[src/rtl/imem_dmem_arbiter_if.sv]
// Bus bundle between the hart's fetch/load-store ports, the arbiter and the
// unified single-ported memory. Signal names match the arbiter's port names.
interface imem_dmem_arbiter_if;
  // fetch port
  logic        i_if_req;
  logic [31:0] i_if_addr;
  logic        o_if_gnt;
  logic        o_if_rvalid;
  logic [31:0] o_if_rdata;
  // load/store port
  logic        i_d_req;
  logic        i_d_wen;
  logic [31:0] i_d_addr;
  logic [31:0] i_d_wdata;
  logic [3:0]  i_d_mask;
  logic        o_d_gnt;
  logic        o_d_rvalid;
  logic [31:0] o_d_rdata;
  // memory port
  logic        o_mem_req;
  logic        o_mem_wen;
  logic [31:0] o_mem_addr;
  logic [31:0] o_mem_wdata;
  logic [3:0]  o_mem_mask;
  logic [31:0] i_mem_rdata;

  // arbiter side
  modport slave (
    input  i_if_req, i_if_addr,
    input  i_d_req, i_d_wen, i_d_addr, i_d_wdata, i_d_mask,
    input  i_mem_rdata,
    output o_if_gnt, o_if_rvalid, o_if_rdata,
    output o_d_gnt, o_d_rvalid, o_d_rdata,
    output o_mem_req, o_mem_wen, o_mem_addr, o_mem_wdata, o_mem_mask
  );

  // requester + memory side
  modport master (
    output i_if_req, i_if_addr,
    output i_d_req, i_d_wen, i_d_addr, i_d_wdata, i_d_mask,
    output i_mem_rdata,
    input  o_if_gnt, o_if_rvalid, o_if_rdata,
    input  o_d_gnt, o_d_rvalid, o_d_rdata,
    input  o_mem_req, o_mem_wen, o_mem_addr, o_mem_wdata, o_mem_mask
  );
endinterface

[src/rtl/imem_dmem_arbiter.sv]
// Arbiter sharing one single-ported memory between instruction fetch and
// load/store. Data wins ties, bounded by a streak counter so a waiting fetch
// gets through after MAX_DSTREAK data grants. A fixed-latency tag pipeline
// steers each read response back to the port that issued it.
module imem_dmem_arbiter #(
  parameter int unsigned LATENCY     = 1,
  parameter int unsigned MAX_DSTREAK = 4
) (
  input  logic                  i_clk,
  input  logic                  i_rst_n,
  imem_dmem_arbiter_if.slave    bus
);

  localparam logic [3:0] MAX_D = 4'(MAX_DSTREAK);

  logic [3:0]         dstreak_q, dstreak_d;
  logic [LATENCY-1:0] tag_vld_q, tag_vld_d;
  logic [LATENCY-1:0] tag_src_q, tag_src_d;
  logic               if_gnt, d_gnt;

  // Grant: data first unless the streak limit is hit while a fetch waits;
  // both grants are held off while reset is asserted.
  always_comb begin
    d_gnt  = i_rst_n & bus.i_d_req & ~(bus.i_if_req & (dstreak_q == MAX_D));
    if_gnt = i_rst_n & bus.i_if_req & ~d_gnt;
  end

  // Memory mux: drive the winner's fields, all zero when idle.
  always_comb begin
    bus.o_if_gnt    = if_gnt;
    bus.o_d_gnt     = d_gnt;
    bus.o_mem_req   = if_gnt | d_gnt;
    bus.o_mem_wen   = d_gnt & bus.i_d_wen;
    bus.o_mem_addr  = '0;
    bus.o_mem_wdata = '0;
    bus.o_mem_mask  = '0;
    if (d_gnt) begin
      bus.o_mem_addr  = bus.i_d_addr;
      bus.o_mem_wdata = bus.i_d_wdata;
      bus.o_mem_mask  = bus.i_d_mask;
    end else if (if_gnt) begin
      bus.o_mem_addr  = bus.i_if_addr;
      bus.o_mem_mask  = '1;
    end
  end

  // Next state: streak counter and tag shift register.
  always_comb begin
    dstreak_d = dstreak_q;
    if (if_gnt || !bus.i_if_req) begin
      dstreak_d = '0;
    end else if (d_gnt && (dstreak_q != MAX_D)) begin
      dstreak_d = dstreak_q + 4'd1;
    end

    tag_vld_d = '0;
    tag_src_d = '0;
    for (int unsigned i = 1; i < LATENCY; i++) begin
      tag_vld_d[i] = tag_vld_q[i-1];
      tag_src_d[i] = tag_src_q[i-1];
    end
    tag_vld_d[0] = if_gnt | (d_gnt & ~bus.i_d_wen);
    tag_src_d[0] = d_gnt;
  end

  // State registers; reset drops every in-flight response.
  always_ff @(posedge i_clk or negedge i_rst_n) begin
    if (!i_rst_n) begin
      dstreak_q <= '0;
      tag_vld_q <= '0;
      tag_src_q <= '0;
    end else begin
      dstreak_q <= dstreak_d;
      tag_vld_q <= tag_vld_d;
      tag_src_q <= tag_src_d;
    end
  end

  // Response routing from the final tag stage; rdata gated by rvalid.
  always_comb begin
    bus.o_if_rvalid = tag_vld_q[LATENCY-1] & ~tag_src_q[LATENCY-1];
    bus.o_d_rvalid  = tag_vld_q[LATENCY-1] &  tag_src_q[LATENCY-1];
    bus.o_if_rdata  = bus.o_if_rvalid ? bus.i_mem_rdata : '0;
    bus.o_d_rdata   = bus.o_d_rvalid  ? bus.i_mem_rdata : '0;
  end

endmodule

[src/flat_wrapper.sv]
// flat-port wrapper written by rule: the top's interface ports become plain ports
module imem_dmem_arbiter_flat 
#(
  parameter int unsigned LATENCY     = 1,
  parameter int unsigned MAX_DSTREAK = 4
)
  (i_clk, i_rst_n, bus_i_if_req, bus_i_if_addr, bus_i_d_req, bus_i_d_wen, bus_i_d_addr, bus_i_d_wdata, bus_i_d_mask, bus_i_mem_rdata, bus_o_if_gnt, bus_o_if_rvalid, bus_o_if_rdata, bus_o_d_gnt, bus_o_d_rvalid, bus_o_d_rdata, bus_o_mem_req, bus_o_mem_wen, bus_o_mem_addr, bus_o_mem_wdata, bus_o_mem_mask);
  imem_dmem_arbiter_if bus_i ();
  input  logic i_clk;
  input  logic i_rst_n;
  input wire logic [$bits(bus_i.i_if_req)-1:0] bus_i_if_req;
  input wire logic [$bits(bus_i.i_if_addr)-1:0] bus_i_if_addr;
  input wire logic [$bits(bus_i.i_d_req)-1:0] bus_i_d_req;
  input wire logic [$bits(bus_i.i_d_wen)-1:0] bus_i_d_wen;
  input wire logic [$bits(bus_i.i_d_addr)-1:0] bus_i_d_addr;
  input wire logic [$bits(bus_i.i_d_wdata)-1:0] bus_i_d_wdata;
  input wire logic [$bits(bus_i.i_d_mask)-1:0] bus_i_d_mask;
  input wire logic [$bits(bus_i.i_mem_rdata)-1:0] bus_i_mem_rdata;
  output wire logic [$bits(bus_i.o_if_gnt)-1:0] bus_o_if_gnt;
  output wire logic [$bits(bus_i.o_if_rvalid)-1:0] bus_o_if_rvalid;
  output wire logic [$bits(bus_i.o_if_rdata)-1:0] bus_o_if_rdata;
  output wire logic [$bits(bus_i.o_d_gnt)-1:0] bus_o_d_gnt;
  output wire logic [$bits(bus_i.o_d_rvalid)-1:0] bus_o_d_rvalid;
  output wire logic [$bits(bus_i.o_d_rdata)-1:0] bus_o_d_rdata;
  output wire logic [$bits(bus_i.o_mem_req)-1:0] bus_o_mem_req;
  output wire logic [$bits(bus_i.o_mem_wen)-1:0] bus_o_mem_wen;
  output wire logic [$bits(bus_i.o_mem_addr)-1:0] bus_o_mem_addr;
  output wire logic [$bits(bus_i.o_mem_wdata)-1:0] bus_o_mem_wdata;
  output wire logic [$bits(bus_i.o_mem_mask)-1:0] bus_o_mem_mask;
  assign bus_i.i_if_req = bus_i_if_req;
  assign bus_i.i_if_addr = bus_i_if_addr;
  assign bus_i.i_d_req = bus_i_d_req;
  assign bus_i.i_d_wen = bus_i_d_wen;
  assign bus_i.i_d_addr = bus_i_d_addr;
  assign bus_i.i_d_wdata = bus_i_d_wdata;
  assign bus_i.i_d_mask = bus_i_d_mask;
  assign bus_i.i_mem_rdata = bus_i_mem_rdata;
  assign bus_o_if_gnt = bus_i.o_if_gnt;
  assign bus_o_if_rvalid = bus_i.o_if_rvalid;
  assign bus_o_if_rdata = bus_i.o_if_rdata;
  assign bus_o_d_gnt = bus_i.o_d_gnt;
  assign bus_o_d_rvalid = bus_i.o_d_rvalid;
  assign bus_o_d_rdata = bus_i.o_d_rdata;
  assign bus_o_mem_req = bus_i.o_mem_req;
  assign bus_o_mem_wen = bus_i.o_mem_wen;
  assign bus_o_mem_addr = bus_i.o_mem_addr;
  assign bus_o_mem_wdata = bus_i.o_mem_wdata;
  assign bus_o_mem_mask = bus_i.o_mem_mask;
  imem_dmem_arbiter #(.LATENCY(LATENCY), .MAX_DSTREAK(MAX_DSTREAK)) u_core (.i_clk(i_clk), .i_rst_n(i_rst_n), .bus(bus_i));
endmodule
[config.mk]
export PLATFORM = sky130hd
export DESIGN_NAME = imem_dmem_arbiter_flat
export DESIGN_NICKNAME = d
export VERILOG_FILES = /design/src/rtl/imem_dmem_arbiter_if.sv /design/src/rtl/imem_dmem_arbiter.sv /design/src/flat_wrapper.sv
export SDC_FILE = /design/constraint.sdc
export NUM_CORES = 1
export LEC_CHECK = 0
export ABC_AREA = 1
export CAP_MARGIN = 20
export CORE_AREA = 8 8 101 103
export DETAILED_ROUTE_END_ITERATION = 16
export DIE_AREA = 0 0 109 111
export PLACE_DENSITY = 0.72
export SYNTH_ARGS = -nofsm -noshare
export SYNTH_HDL_FRONTEND = slang
export SYNTH_SLANG_ARGS = --single-unit
[constraint.sdc]
create_clock -name i_clk -period 1.7 [get_ports i_clk]
set_input_delay 0.34 -clock i_clk [delete_from_list [all_inputs] [get_ports i_clk]]
set_output_delay 0.34 -clock i_clk [all_outputs]
set_load 0.02 [all_outputs]
==> flow_summary.html <==
<table>
<tr><th>Metric</th><th>Value</th></tr>
<tr><th colspan="2">Setup path</th></tr>
<tr><td>Critical path class</td><td>flip-flop to output pin</td></tr>
<tr><td>Required time of the critical path</td><td>1360 ps</td></tr>
<tr><td>Data arrival time of the critical path</td><td>~1600 ps</td></tr>
<tr><td>Critical Path Sink Type</td><td>output pin</td></tr>
<tr><td>Worst-path maximum fanout</td><td>6</td></tr>
<tr><td>Worst Setup Start Kind</td><td>flip-flop</td></tr>
<tr><th colspan="2">Route</th></tr>
<tr><td>Aggregate routed wire length</td><td>between 10000 and 15000 um</td></tr>
<tr><td>Detailed Routing Iterations Pass 1</td><td>4</td></tr>
<tr><td>Number of vias per cell after detailed routing</td><td>4.26</td></tr>
<tr><td>Highest metal layer with signal wires</td><td>met4</td></tr>
<tr><td>Post-detailed-route DRC marker count</td><td>0</td></tr>
<tr><td>Met2 Routed Length</td><td>6350 um</td></tr>
<tr><td>Met3 wirelength from detailed routing</td><td>roughly 1200 um</td></tr>
<tr><td>Routed via count</td><td>3184</td></tr>
<tr><td>Routed length per placed instance</td><td>16.0 um</td></tr>
<tr><td>Count of antenna-violating nets left after detailed routing</td><td>0</td></tr>
<tr><td>Violation count after the first detailed-routing iteration</td><td>108</td></tr>
<tr><td>Met1 Wirelength</td><td>4150 um</td></tr>
<tr><th colspan="2">Synthesis</th></tr>
<tr><td>Post-synth EDFFs</td><td>0</td></tr>
<tr><td>Seq/Total Area, Yosys</td><td>~9.7%</td></tr>
<tr><td>Most used flip-flop cell after synthesis</td><td>sky130_fd_sc_hd__dfrtp_1</td></tr>
<tr><td>Most used standard cell by instance count after synthesis</td><td>sky130_fd_sc_hd__inv_1</td></tr>
<tr><td>Count of cell types in the netlist</td><td>16</td></tr>
<tr><td>Ys async rst share</td><td>100%</td></tr>
<tr><td>Most frequent cells after synthesis</td><td>sky130_fd_sc_hd__inv_1, sky130_fd_sc_hd__nor2_1, sky130_fd_sc_hd__nand3_1</td></tr>
<tr><td>Area share of the leading cell type in the synthesized netlist</td><td>26.1%</td></tr>
<tr><td>Cell accounting for the most synthesized area</td><td>sky130_fd_sc_hd__inv_1</td></tr>
<tr><td>Cell count after synthesis</td><td>around 330</td></tr>
<tr><td>Syn_nets</td><td>473</td></tr>
<tr><td>Mapped cell area</td><td>~1600 um^2</td></tr>
<tr><td>Cell types with the largest area share after synthesis</td><td>sky130_fd_sc_hd__inv_1, sky130_fd_sc_hd__nor2_1, sky130_fd_sc_hd__nand3_1</td></tr>
<tr><td>Ys Warns</td><td>0</td></tr>
<tr><td>Post-synthesis average cell area</td><td>4.65 um^2</td></tr>
<tr><td>Number of register bits inferred by synthesis</td><td>6</td></tr>
<tr><th colspan="2">Final layout</th></tr>
<tr><td>P&amp;R area growth vs syn</td><td>243%</td></tr>
<tr><td>Net count of the finished layout</td><td>781</td></tr>
<tr><td>Layout Cell Area excl Fill</td><td>5320 um^2</td></tr>
<tr><td>Fraction of layout instances using a drive strength above 1</td><td>39.8%</td></tr>
<tr><td>Antenna fix cells</td><td>0</td></tr>
<tr><td>Number of standard cells in the final layout excluding fillers</td><td>748</td></tr>
<tr><th colspan="2">STA</th></tr>
<tr><td>Achievable frequency</td><td>0.507 GHz</td></tr>
<tr><td>Total of endpoints with negative setup slack in the final report</td><td>70</td></tr>
<tr><td>Worst Hold Slack</td><td>326 ps</td></tr>
<tr><td>RSZ-0062 raised after global routing</td><td>true</td></tr>
<tr><td>Period utilisation layout</td><td>116%</td></tr>
<tr><td>Measured slew at the worst slew-check pin</td><td>256 ps</td></tr>
<tr><td>Hold Fails Final Rpt</td><td>0</td></tr>
<tr><td>Total Negative Setup Slacks</td><td>-13980 ps</td></tr>
<tr><td>Final period demand of the worst path</td><td>just under 2000 ps</td></tr>
<tr><td>Final Max Slew Viols</td><td>0</td></tr>
<tr><td>Final setup margin</td><td>-272 ps</td></tr>
<tr><td>Worst-case headroom to the max-slew limit</td><td>82.9%</td></tr>
<tr><td>Final clock skew</td><td>1.76 ps</td></tr>
<tr><th colspan="2">Die</th></tr>
<tr><td>Number of placement rows</td><td>34</td></tr>
<tr><td>Die H</td><td>~110 um</td></tr>
<tr><td>Boundary Pins</td><td>approximately 280</td></tr>
<tr><td>Die outline area</td><td>between 10000 and 15000 um^2</td></tr>
<tr><td>Starting density of the core</td><td>a little under a fifth</td></tr>
<tr><td>Area of the core</td><td>8550 um^2</td></tr>
<tr><td>Die width</td><td>109 um</td></tr>
<tr><th colspan="2">Global routing</th></tr>
<tr><td>Pin count of the biggest net entering global routing</td><td>24</td></tr>
<tr><td>Number of global-route vias before repair</td><td>~3400</td></tr>
<tr><td>Grt ovf</td><td>0</td></tr>
<tr><td>Number of antenna violations at the first check in global routing</td><td>0</td></tr>
<tr><td>Total global routing track utilization</td><td>between 10% and 20%</td></tr>
<tr><td>Global-route wire length before repair</td><td>17500 um</td></tr>
<tr><th colspan="2">Outcome</th></tr>
<tr><td>Result of the run</td><td>complete, but fails checks</td></tr>
<tr><td>Failing checks</td><td>setup timing</td></tr>
<tr><th colspan="2">CTS</th></tr>
<tr><td>TritonCTS clock tree</td><td>done</td></tr>
<tr><td>Clk slew on worst S/H paths</td><td>40 ps</td></tr>
<tr><td>Skew-Pair Late Insertion Delay</td><td>220 ps</td></tr>
<tr><td>CTS Buf Count</td><td>3</td></tr>
<tr><td>Buffer cell driving the clock tree root</td><td>sky130_fd_sc_hd__clkbuf_8</td></tr>
<tr><td>Clock Sinks</td><td>6</td></tr>
<tr><td>Buffer levels on the longest clock path</td><td>2</td></tr>
<tr><td>CTS HTree Levels</td><td>1</td></tr>
<tr><th colspan="2">Power</th></tr>
<tr><td>Power Dens Cells</td><td>314 nW/um^2</td></tr>
<tr><td>Static leakage</td><td>2.80 nW</td></tr>
<tr><td>Max IR drop VDD</td><td>0.197 mV</td></tr>
<tr><th colspan="2">Placed design</th></tr>
<tr><td>Buffers on Ports</td><td>274</td></tr>
<tr><td>Cell count after placement</td><td>725</td></tr>
<tr><td>Instance area after placement</td><td>4650 um^2</td></tr>
<tr><td>Post-detail-place hpwl</td><td>9550 um</td></tr>
<tr><td>Placement-stage worst setup slack</td><td>-847 ps</td></tr>
<tr><td>Global placer's final weighted congestion</td><td>approximately 0.83</td></tr>
<tr><th colspan="2">Worst hold path</th></tr>
<tr><td>Kind of path behind the tightest hold check</td><td>input pin to async pin</td></tr>
<tr><th colspan="2">Run</th></tr>
<tr><td>Count of max-cap constraint violations</td><td>0</td></tr>
</table>
-- sequential cells by signal, indices dropped and copies added (netlist names) --
register / count
u_core.dstreak_q: 4
u_core.tag_vld_q: 1
u_core.tag_src_q: 1
-- logic make-up after synthesis --
| family | after synthesis | synth area share (%) |
|---|---|---|
| adder cells (fa/ha/maj) | 2 | 1.61 |
| flip-flops | 6 | 9.68 |
| AO/OA/AOI/OAI | 33 | 10.6 |
| buffers and inverters | 127 | 33.5 |
| XOR/XNOR | 1 | 0.565 |
| AND/OR/NAND/NOR | 165 | 44.0 |
-- power breakdown --
group	total, mW	leakage (nW)	internal, mW	switching, mW
sequential	0.152	0.0808	0.149	0.00318
combinational	1.31	2.70	0.690	0.617
clock	0.214	0.0216	0.152	0.0623
total	1.67	2.80	0.991	0.682
-- metal layers --
layer,vias up,track usage (%)
li1,1573,-
met1,1427,17.1
met2,168,34.0
met3,16,7.33
met4,0,3.65
met5,-,0
-- through the flow --
stage | total power [mW] | util (%)
finish | 1.67 | 62.2
global route | 1.76 | 62.2
CTS | 1.59 | 58.5
detailed placement | 1.28 | 54.4
global placement | 1.27 | 54.4
floorplan | 0.581 | -
-- cell type report --
type	instances	area, um^2
fill	709	3230
timing repair buffer	322	3150
multi-input combinational	201	1440
inverter	108	405
sequential	6	150
tap	108	135
clock buffer	3	41.3
-- path summary, 6_finish.rpt --
| path | start | end | slack (ps) | cells after the start |
|---|---|---|---|---|
| max | u_core.dstreak_q[0] | bus_o_mem_addr[30] | -270 | 8 |
| min | i_rst_n | u_core.dstreak_q[1] | 330 | 3 |
| min reg2reg | u_core.dstreak_q[3] | u_core.dstreak_q[3] | 590 | 3 |
| min in group i_clk | u_core.dstreak_q[3] | u_core.dstreak_q[3] | 590 | 3 |
| max in group asynchronous | i_rst_n | u_core.tag_src_q | 1250 | 3 |
| max reg2reg | u_core.dstreak_q[0] | u_core.tag_src_q | 240 | 8 |
-- cell usage in the layout (no fill, tap or decap), drive strengths merged --
cell | netlist | layout
dfrtp | 6 | 6
buf | 13 | 149
clkbuf | 6 | 14
clkdlybuf4s15 | 0 | 17
clkdlybuf4s50 | 0 | 133
inv | 108 | 108
nand3 | 38 | 38
dlygate4sd2 | 0 | 12
ha | 2 | 2
o21ai | 33 | 33
xor2 | 1 | 1
nand2 | 25 | 25
nand4 | 2 | 2
nor2 | 100 | 100
-- critical path, cell delays in order (launching register included) --
cell                      delay, ps
sky130_fd_sc_hd__dfrtp_1        360
sky130_fd_sc_hd__inv_2           60
sky130_fd_sc_hd__ha_4           180
sky130_fd_sc_hd__nand4_4        130
sky130_fd_sc_hd__nand2_8        100
sky130_fd_sc_hd__buf_12         140
sky130_fd_sc_hd__buf_8          120
sky130_fd_sc_hd__o21ai_1        150
sky130_fd_sc_hd__buf_4          170
-- repair_timing --
item                                    in CTS  in global routing
endpoints found under the setup margin     138                127
endpoints found under the hold margin        0                  0
setup buffers                                8                  6
resized for setup                          641                119
gates cloned                                 6                  2
pin swaps                                    5                  5
hold buffers                                 0                  0
Note: power is estimated with default switching activity, not from simulation.
